===== config.mk =====
export PLATFORM = sky130hd
export DESIGN_NAME = snn_input_loader
export DESIGN_NICKNAME = d
export VERILOG_FILES = /design/src/rtl/snn_input_loader.sv
export SDC_FILE = /design/constraint.sdc
export NUM_CORES = 1
export LEC_CHECK = 0
export ABC_AREA = 1
export ABC_CLOCK_PERIOD_IN_PS = 2990
export CORE_MARGIN = 4
export CORE_UTILIZATION = 47
export DETAILED_ROUTE_END_ITERATION = 6
export GPL_ROUTABILITY_DRIVEN = 0
export GPL_TIMING_DRIVEN = 0
export PLACE_DENSITY = 0.92
export SLEW_MARGIN = 0
export SYNTH_ARGS = -nofsm -noshare
export SYNTH_HDL_FRONTEND = slang
export SYNTH_SLANG_ARGS = --single-unit

===== constraint.sdc =====
create_clock -name clk -period 2.99 [get_ports clk]
set_clock_uncertainty 0.05 [all_clocks]
set_input_delay 0.4485 -clock clk [delete_from_list [all_inputs] [get_ports clk]]
set_output_delay 0.4485 -clock clk [all_outputs]
set_load 0.03 [all_outputs]

===== src/rtl/snn_input_loader.sv =====
// snn_input_loader
//
// Control stage between the UART receiver and the SNN datapath.
//
// It unpacks NUM_BYTES received bytes, LSB first, into NUM_BYTES*8 one-bit
// writes to the input RAM. Byte k bit i is written to address 8k+i. It then
// pulses start to the SNN core. While the core runs, the block hands
// input-RAM address control to the core. When the core pulses done, the
// block latches the classified digit and sends it back through the UART
// transmitter.
//
// Build option:
//   SNN_ASCII_TX_EN  defined   : tx_data = 8'h30 + latched digit (ASCII '0'..'9')
//                    undefined : tx_data = {4'b0000, latched digit}
//
// Ports:
//   clk        system clock
//   rst        synchronous, active-high reset
//   rx_rdy     one-cycle pulse, rx_data valid
//   rx_data    received byte
//   ram_data   pixel bit to input RAM
//   ram_addr   input RAM address (loader address or core_addr)
//   ram_we     input RAM write enable
//   core_addr  read address from the SNN core
//   start      one-cycle start pulse to the SNN core
//   done       one-cycle pulse from the core, digit valid
//   digit      classification result from the core
//   tx_rdy     UART TX idle
//   tx_start   one-cycle pulse, send tx_data
//   tx_data    byte to transmit
//   led_digit  last latched result
//   busy       high in every state except WAIT_BYTE
//
// state     | meaning
// ----------+--------------------------------------------------------
// WAIT_BYTE | idle between bytes; accepts the next rx byte
// WRITE     | 8 cycles, one pixel bit written per cycle
// START     | one-cycle start pulse to the SNN core
// RUN       | core owns ram_addr; waits for done
// SEND      | waits for tx_rdy, then pulses tx_start once

module snn_input_loader #(
   parameter int NUM_BYTES = 98,
   parameter int ADDR_W    = 10
) (
   input  logic              clk,
   input  logic              rst,
   input  logic              rx_rdy,
   input  logic [7:0]        rx_data,
   output logic              ram_data,
   output logic [ADDR_W-1:0] ram_addr,
   output logic              ram_we,
   input  logic [ADDR_W-1:0] core_addr,
   output logic              start,
   input  logic              done,
   input  logic [3:0]        digit,
   input  logic              tx_rdy,
   output logic              tx_start,
   output logic [7:0]        tx_data,
   output logic [3:0]        led_digit,
   output logic              busy
);

   localparam int CNT_W = (NUM_BYTES > 1) ? $clog2(NUM_BYTES) : 1;
   localparam logic [CNT_W-1:0] LAST_BYTE = CNT_W'(NUM_BYTES - 1);

   localparam logic [2:0] S_WAIT_BYTE = 3'd0;
   localparam logic [2:0] S_WRITE     = 3'd1;
   localparam logic [2:0] S_START     = 3'd2;
   localparam logic [2:0] S_RUN       = 3'd3;
   localparam logic [2:0] S_SEND      = 3'd4;

   logic [2:0]        state;
   logic [7:0]        sr;
   logic [CNT_W-1:0]  byte_cnt;
   logic [2:0]        bit_cnt;
   logic [ADDR_W-1:0] loader_addr;
   logic [7:0]        tx_byte;

   // {byte_cnt, bit_cnt} is the same value as {byte_cnt, 3'b000} + bit_cnt.
   assign loader_addr = ADDR_W'({byte_cnt, bit_cnt});

`ifdef SNN_ASCII_TX_EN
   assign tx_byte = 8'h30 + {4'b0000, led_digit};
`else
   assign tx_byte = {4'b0000, led_digit};
`endif

   always_ff @(posedge clk) begin
      if (rst) begin
         state     <= S_WAIT_BYTE;
         sr        <= 8'h00;
         byte_cnt  <= '0;
         bit_cnt   <= 3'd0;
         led_digit <= 4'd0;
      end else begin
         case (state)
            S_WAIT_BYTE: begin
               if (rx_rdy) begin
                  sr      <= rx_data;
                  bit_cnt <= 3'd0;
                  state   <= S_WRITE;
               end
            end
            S_WRITE: begin
               // rx_rdy is ignored here. A byte that arrives while its
               // predecessor is still being unpacked is dropped on purpose.
               if (bit_cnt == 3'd7) begin
                  if (byte_cnt == LAST_BYTE) begin
                     byte_cnt <= '0;
                     state    <= S_START;
                  end else begin
                     byte_cnt <= byte_cnt + CNT_W'(1);
                     state    <= S_WAIT_BYTE;
                  end
               end else begin
                  bit_cnt <= bit_cnt + 3'd1;
               end
            end
            S_START: begin
               state <= S_RUN;
            end
            S_RUN: begin
               if (done) begin
                  led_digit <= digit;
                  state     <= S_SEND;
               end
            end
            S_SEND: begin
               if (tx_rdy) begin
                  state <= S_WAIT_BYTE;
               end
            end
            default: begin
               state <= S_WAIT_BYTE;
            end
         endcase
      end
   end

   always_comb begin
      ram_we   = 1'b0;
      ram_data = 1'b0;
      ram_addr = '0;
      start    = 1'b0;
      tx_start = 1'b0;
      tx_data  = 8'h00;
      case (state)
         S_WRITE: begin
            ram_we   = 1'b1;
            ram_data = sr[bit_cnt];
            ram_addr = loader_addr;
         end
         S_START: begin
            start = 1'b1;
         end
         S_RUN: begin
            ram_addr = core_addr;
         end
         S_SEND: begin
            ram_addr = core_addr;
            tx_start = tx_rdy;
            tx_data  = tx_byte;
         end
         default: begin
         end
      endcase
   end

   assign busy = (state != S_WAIT_BYTE);

endmodule


After elaboration in Yosys (flattened, before gate mapping)
Cells that the tools add are included.
Operators by class
  $add $sub $neg: 2
  magnitude comparators: 1
  equal/unequal tests: 11
  muxes and demuxes: 18
  reduce and logical (&&, ||, !) cells: 9
Operator list (number)
  case mux 10 bit (2 select lines): 1
  2-to-1 mux 3 bit: 6
  case mux 3 bit (5 select lines): 1
  inequality test 2 bit (second input constant): 5
  adder 7 x 1 -> 7 bit (second input constant): 1
  == test 7 bit (second input constant): 1
  2-to-1 mux 7 bit: 1
  == test 3 x 2 -> 1 bit (second input constant): 2
  == test 3 bit (second input constant): 2
  case mux 3 bit (2 select lines): 1
  AND reduction 2 bit: 3
  2-to-1 mux 1 bit: 5
  less-than comparator 3 x 4 -> 1 bit (second input constant): 1
  2-to-1 mux 4 bit: 1
  AND reduction 4 bit: 1
  adder 3 x 1 -> 3 bit (second input constant): 1
  binary-select mux 1 bit (select 3 bit): 1
  == test 3 x 1 -> 1 bit (second input constant): 1
  zero test 3 bit: 1
  AND reduction 3 bit: 1
  nonzero test 3 bit: 1
  2-to-1 mux 2 bit: 1
  nonzero test 2 bit: 1
  OR reduction 2 bit: 1
Word-level totals
  register bits after elaboration: 25
  input bits: 27
  output and inout port bits: 27
  logic and storage cells: 46

Longest topological paths before layout
Gate-level depths: netlist (run 1).
  depth in word-level cells: 4
  depth in mapped cells: 9
  depth with buffers taken out: 9

Worst setup path after synthesis (run 1)
OpenSTA, ideal clock, no wires.
  path type: flip-flop to output port
  from: register state[2]
  to: output ram_data
  arrival: 1.603 ns
  data required time: 2.492 ns
  slack: 0.889 ns
  cell stages (with the launch flop): 6
  buffers on the path: 0
  cell sequence: dfxtp_1 > nor2_4 > nand2_1 > inv_1 > nand2_1 > o21ai_0
Between the ends
  longest elaborated chain between the ends: 2
RTL lines
  from (decl): RTL line 73  | logic [2:0] state;
  from (signal assigned): RTL line 91  | state <= S_WAIT_BYTE;
  from (signal assigned): RTL line 102  | state <= S_WRITE;
  from (signal assigned): RTL line 111  | state <= S_START;
  == test 3 x 1 -> 1 bit: RTL line 148  | case (state)
  2-to-1 mux 1 bit: RTL line 148
  to (decl): RTL line 50  | output logic ram_data,
No other way between the ends.

Worst setup path in the final report (run 1)
  from: register state[2]
  to: output ram_addr[8]
Between the ends
  longest elaborated chain between the ends: 3
  elaborated cells on any way between the ends: 5
  classes of those cells: eq/ne (3); mux (1); reduce/logical (1)
RTL lines
  == test 3 bit or == test 3 x 2 -> 1 bit (tied branches): RTL line 148
  OR reduction 2 bit (no source line)
  case mux 10 bit (2 select lines) (*): RTL line 148
  to (decl): RTL line 51  | output logic [ADDR_W-1:0] ram_addr,
Every way passes the cells marked *; elsewhere a longest branch is shown, timed or not.

==> results.sh, run 1 <==
export IMPL_cts_num_sinks=25
export IMPL_yosys_warnings=0
export IMPL_postCtsHoldBufs=0
export IMPL_tritoncts="built"
export IMPL_die_width_um=62.9
export IMPL_critical_path_max_fanout=10
export IMPL_rows=19
export IMPL_vias=1515
export IMPL_pwr_share_seq=0.340
export IMPL_timing_rr_end="byte_cnt[6]"
export IMPL_worstReg2RegStart="bit_cnt[0]"
export IMPL_final_instance_count_excl_fillers=301
export IMPL_start_util=0.501
export IMPL_placed_area_um2=1960
export IMPL_fin_util=0.703
export IMPL_hold_depth=2
export IMPL_pre_cts_slack_ps=668
export IMPL_report_final_hold_viol_count=0
export IMPL_final_critical_path_time_including_i_o_delays_and_setup_ps=2710
export IMPL_dpl_hpwl_um=2700
export IMPL_finish_instance_area_um2=1990
export IMPL_clockRootBuffer="clkbuf_4"
export IMPL_timing_max_transition_violations_final=0
export IMPL_r2r_worst_path_cells=7
export IMPL_unrepaired_setup_endpoints_after_global_routing="no"
export IMPL_hold_end="sr[5]"
export IMPL_grt_antenna_before_repair=0
export IMPL_number_of_global_route_vias_before_repair=1343
export IMPL_synthCells=214
export IMPL_fmax_ghz=0.369
export IMPL_postCtsSetupRepairBufs=0
export IMPL_maximum_number_of_pins_on_one_net_before_global_route_repair=16
export IMPL_required_time_at_the_worst_slack_endpoint_ps=2490
export IMPL_peak_supply_drop_uv=383
export IMPL_slew_headroom=0.654
export IMPL_power_density_nw_per_um2=648
export IMPL_transition_at_the_pin_with_the_smallest_max_transition_slack_ps=519
export IMPL_post_cts_resized_instances=0
export IMPL_syn_cell_area_um2=1420
export IMPL_yosys_cell_types_count=24
export IMPL_synth_ff_latch_count=25
export IMPL_dp_cells=297
export IMPL_finalCritPeriodShare=0.907
export IMPL_drv_cap=0
export IMPL_whs_ps=420
export IMPL_finish_net_count=302
export IMPL_portBuffers=49
export IMPL_globalRoute_totalOverflow=0
export IMPL_drt_pass1_iter_count=5
export IMPL_worst_ep_arrival_ps=2210
export IMPL_drt_wirelength_per_cell_um=11.5
export IMPL_total_leakage_power_nw=0.846
export IMPL_clkPwrFrac=0.124
export IMPL_hold_path_startpoint="sr[5]"
export IMPL_num_io_pins=54
export IMPL_detail_route_iter0_violations=80
export IMPL_die_y_um=62.9
export IMPL_layout_drive_gt1_share=0.0667
export IMPL_setup_total_negative_slack_ps=0
export IMPL_crit_path_end_kind="output port"
export IMPL_timing_critical_path_from_type="flip-flop"
export IMPL_clk_pin_slew_ps=150
export IMPL_status="completed"
export IMPL_worstHoldPathType="flip-flop to flip-flop"
export IMPL_tritoncts_num_buffers=3
export IMPL_detail_route_vias_per_cell=5.03
export IMPL_worst_setup_path_type="flip-flop to output port"
export IMPL_n_antenna_cell=0
export IMPL_drt_wl_total_um=3460
export IMPL_postLayoutSetupSlackWorst_ps=279
export IMPL_flow_area_growth_from_synthesis_pct=40.2
export IMPL_die_area_um2=3960
export IMPL_cts_htree_levels=1
export IMPL_p_comb_frac=0.536
export IMPL_drt_drc_violations_left=0
export IMPL_grtUsageTotal=0.172
export IMPL_finalSetupViolations=0
export IMPL_seq_area_frac_synth=0.353
export IMPL_first_pass_grt_wire_length_um=5620
export IMPL_core_area_um2=2830
export IMPL_internal_power_mw=0.709
export IMPL_p_sw_mw=0.580
export IMPL_switching_share=0.450
export IMPL_yosysTopAreaCell="dfxtp_1"
export IMPL_yosys_top_cells_area="dfxtp_1, inv_1, nor2_1, nand2_1, o21ai_0"
export IMPL_synth_top_cell_area_share=0.353
export IMPL_clock_latency_ps=330
export IMPL_total_power_mw=1.29
export IMPL_drt_antenna_violating_nets=0
export IMPL_r2r_setup_slk_ps=1290
export IMPL_avgSynthCellArea_um2=6.62
export IMPL_cts_max_path_buffers=2
-- synth_stat cells (all sizes together) --
| library cell | n |
|---|---|
| a21oi | 19 |
| buf | 6 |
| nand3b | 1 |
| conb | 1 |
| nor3 | 1 |
| nand4 | 1 |
| ha | 4 |
| inv | 44 |
| xor2 | 1 |
| clkbuf | 2 |
| nand3 | 9 |
| o21ai | 23 |
| nand2 | 30 |
| nor2 | 37 |
| o22ai | 10 |
| dfxtp | 25 |
-- placed cells by master (no fill, tap or decap), types with 2 or more instances in the layout --
cell             Yosys  layout
a21oi_1             18      18
buf_4                4       4
buf_6                2       2
clkbuf_1             2       2
clkbuf_4             0       3
clkdlybuf4s50_1      0      49
conb_1               1       4
dfxtp_1             25      25
ha_1                 4       4
inv_1               43      43
nand2_1             29      29
nand3_1              8       8
nor2_1              33      33
nor2_4               3       3
o21ai_0             20      20
o21ai_1              3       3
o22ai_1             10      10
-- cell type report --
cell class | instances | area, µm²
Buffer | 8 | 60.1
Clock buffer | 3 | 22.5
Clock inverter | 1 | 7.51
Fill cell | 247 | 841
Inverter | 44 | 165
Multi-Input combinational cell | 140 | 703
Sequential cell | 25 | 500
Tap cell | 31 | 38.8
Timing Repair Buffer | 49 | 490
-- kinds of logic after synthesis --
family                   share of synthesized area
flip-flops                                   0.353
XOR/XNOR                                   0.00618
AND/OR/NAND/NOR                              0.249
AO/OA/AOI/OAI                                0.195
buffers and inverters                        0.159
other                                      0.00265
adder cells (fa/ha/maj)                     0.0353
-- flip-flops by register name, summed over array words and instances (netlist names) --
register   cells
sr             8
byte_cnt       7
led_digit      4
bit_cnt        3
state          3
-- worst max-delay path by stage --
stage	cells after the start	slack, ps	start	end
after floorplan	5	890	state[2]	ram_data
after global placement	5	690	state[2]	ram_addr[2]
after detailed placement	5	670	state[2]	ram_addr[0]
after CTS	5	290	state[2]	ram_addr[1]
after global routing	7	120	bit_cnt[0]	ram_data
final	5	280	state[2]	ram_addr[8]
-- critical path: stages (launching register included) --
cell and delay, ps:
dfxtp_1 530, nor2_4 80, nand2_1 100, clkbuf_1 410, o22ai_1 140, clkdlybuf4s50_1 620
-- layer usage --
metal | vias up | share of wire | global-route usage
met5 | - | 0 | 0
met4 | 0 | 0.022 | 0.0882
met3 | 9 | 0.052 | 0.0324
met2 | 54 | 0.47 | 0.282
met1 | 673 | 0.45 | 0.213
li1 | 779 | - | -
-- power by group through the flow --
stage / Sequential [mW] / Combinational (mW) / Clock, mW
after CTS: 0.438 / 0.692 / 0.160
after global placement: 0.442 / 0.671 / 0
after detailed placement: 0.445 / 0.687 / 0
after global routing: 0.448 / 0.752 / 0.175
after floorplan: 0.446 / 0.463 / 0
final: 0.438 / 0.691 / 0.160
Power figures use the tool's default switching activity.
==> run 2: changes to the inputs <==
- CTS_BUF_LIST: default -> sky130_fd_sc_hd__clkbuf_16
- REMOVE_ABC_BUFFERS: default -> 1
- SKIP_CTS_REPAIR_TIMING: default -> 1
==> run 2 against run 1 <==
Against the previous run:
- utilization shrank 0.27 points
- sequential power grew 4%
- total power grew 9.0%
- combinational power shrank 6.8%
- cell count shrank 2.7%
- worst hold slack lost 3.4 ps
- global-route usage grew 0.71 points
- setup slack lost 130 ps
- non-clock buffer count shrank 8
- critical endpoint is now ram_data
- largest cell class unchanged
- largest power group unchanged
==> results.sh, run 2 (same netlist as run 1, synthesis figures left out) <==
export IMPL_peak_supply_drop_uv=543
export IMPL_total_leakage_power_nw=0.833
export IMPL_drt_pass1_iter_count=4
export IMPL_slew_headroom=0.666
export IMPL_hold_depth=2
export IMPL_timing_critical_path_from_type="flip-flop"
export IMPL_total_power_mw=1.41
export IMPL_hold_end="sr[5]"
export IMPL_path_cells="nand2_1, inv_1, nand2_1, o21ai_0, clkdlybuf4s50_1"
export IMPL_transition_at_the_pin_with_the_smallest_max_transition_slack_ps=501
export IMPL_tritoncts_num_buffers=3
export IMPL_drt_antenna_violating_nets=0
export IMPL_worst_ep_arrival_ps=2340
export IMPL_start_util=0.501
export IMPL_setup_total_negative_slack_ps=0
export IMPL_maximum_number_of_pins_on_one_net_before_global_route_repair=17
export IMPL_num_io_pins=54
export IMPL_vias=1496
export IMPL_flow_area_growth_from_synthesis_pct=39.7
export IMPL_rows=19
export IMPL_detail_route_iter0_violations=52
export IMPL_cts_max_path_buffers=2
export IMPL_max_flop_register="sr"
export IMPL_layout_drive_gt1_share=0.0458
export IMPL_cts_htree_levels=1
export IMPL_fmax_ghz=0.352
export IMPL_clockRootBuffer="clkbuf_16"
export IMPL_timing_rr_end="state[1]"
export IMPL_finalSetupViolations=0
export IMPL_globalRoute_totalOverflow=0
export IMPL_r2r_worst_path_cells=9
export IMPL_worstHoldPathType="flip-flop to flip-flop"
export IMPL_cp_common_cell="nand2_1"
export IMPL_n_antenna_cell=0
export IMPL_worst_setup_path_type="flip-flop to output port"
export IMPL_drt_wl_total_um=3550
export IMPL_worstReg2RegStart="bit_cnt[0]"
export IMPL_required_time_at_the_worst_slack_endpoint_ps=2490
export IMPL_final_critical_path_time_including_i_o_delays_and_setup_ps=2840
export IMPL_largest_reg_flops=8
export IMPL_timing_max_transition_violations_final=0
export IMPL_critPathTopFamily="buffers and inverters"
export IMPL_critical_path_max_fanout=12
export IMPL_cpMaxStageDelayCell="clkdlybuf4s50_1"
export IMPL_drt_drc_violations_left=0
export IMPL_cts_num_sinks=25
export IMPL_layout_cells_most_common="clkdlybuf4s50_1"
export IMPL_die_y_um=62.9
export IMPL_crit_buf_inv=2
export IMPL_drv_cap=0
export IMPL_unrepaired_setup_endpoints_after_global_routing="no"
export IMPL_grtUsageTotal=0.179
export IMPL_r2r_setup_slk_ps=1310
export IMPL_detail_route_vias_per_cell=5.11
export IMPL_finalCritPeriodShare=0.949
export IMPL_tritoncts="built"
export IMPL_crit_path_end_kind="output port"
export IMPL_clock_latency_ps=260
export IMPL_finish_net_count=294
export IMPL_dpl_hpwl_um=2590
export IMPL_first_pass_grt_wire_length_um=5860
export IMPL_hold_path_startpoint="sr[5]"
export IMPL_number_of_global_route_vias_before_repair=1364
export IMPL_clk_pin_slew_ps=70
export IMPL_status="completed"
export IMPL_timing_critical_path_slowest_cell_delay_ps=720
export IMPL_mostFrequentLayoutCells="clkdlybuf4s50_1, inv_1, nor2_1, nand2_1, dfxtp_1"
export IMPL_report_final_hold_viol_count=0
export IMPL_grt_antenna_before_repair=0
export IMPL_core_area_um2=2830
export IMPL_power_density_nw_per_um2=710
export IMPL_die_area_um2=3960
export IMPL_portBuffers=49
export IMPL_die_width_um=62.9
export IMPL_largest_registers="sr x8, byte_cnt x7, led_digit x4"
export IMPL_drt_wirelength_per_cell_um=12.1
run 2: changes by cell type in the layout (fill, tap and decap cells not counted), sizes merged:
cell / before / now
clkbuf: 5 / 3
buf: 6 / 0
run 2: layout make-up:
| type | instances | area (µm²) |
|---|---|---|
| Multi-Input combinational cell | 140 | 703 |
| Clock inverter | 1 | 7.51 |
| Tap cell | 31 | 38.8 |
| Sequential cell | 25 | 500 |
| Inverter | 44 | 165 |
| Timing Repair Buffer | 49 | 490 |
| Clock buffer | 3 | 75.1 |
| Fill cell | 220 | 848 |
run 2: layer usage:
layer / track usage / routed length [µm] / vias up
li1: - / - / 771
met1: 0.210 / 1570 / 676
met2: 0.310 / 1730 / 40
met3: 0.0342 / 159 / 9
met4: 0.0882 / 85 / 0
met5: 0 / 0 / -
run 2: worst max-delay path by stage:
| stage | startpoint | end | slack [ps] | cells past startpoint |
|---|---|---|---|---|
| after floorplan | state[0] | ram_data | 720 | 4 |
| after global placement | state[0] | ram_data | 500 | 5 |
| after detailed placement | state[0] | ram_data | 460 | 5 |
| after CTS | state[0] | ram_data | 170 | 5 |
| after global routing | state[0] | ram_data | 2 | 5 |
| final | state[0] | ram_data | 150 | 5 |
run 2: report_power, final:
| group | total (mW) | leakage, nW | switching, mW | internal (mW) |
|---|---|---|---|---|
| registers | 0.456 | 0.204 | 0.0627 | 0.393 |
| clock network | 0.305 | 0.0371 | 0.124 | 0.182 |
| logic | 0.644 | 0.592 | 0.410 | 0.234 |
run 2: worst register-to-register path, cell delays in order (launching register included):
cell     delay [ps]
dfxtp_1         480
ha_1            210
ha_1            200
inv_1            50
nand3_1         100
nand2_1          80
nor2_1          210
inv_1            60
nor2_1           90
nor2_1           50
run 2: per-stage QoR:
step                      setup WS [ps]  hold slack (ps)  utilization  instances  area [µm²]
after global routing               1.63              435        0.700        293        1980
after detailed placement            460              404        0.671        289        1900
after global placement              503              395        0.671        289        1900
final                               151              417        0.700        293        1980
after floorplan                     720              375            -        209        1370
after CTS                           172              413        0.700        293        1980
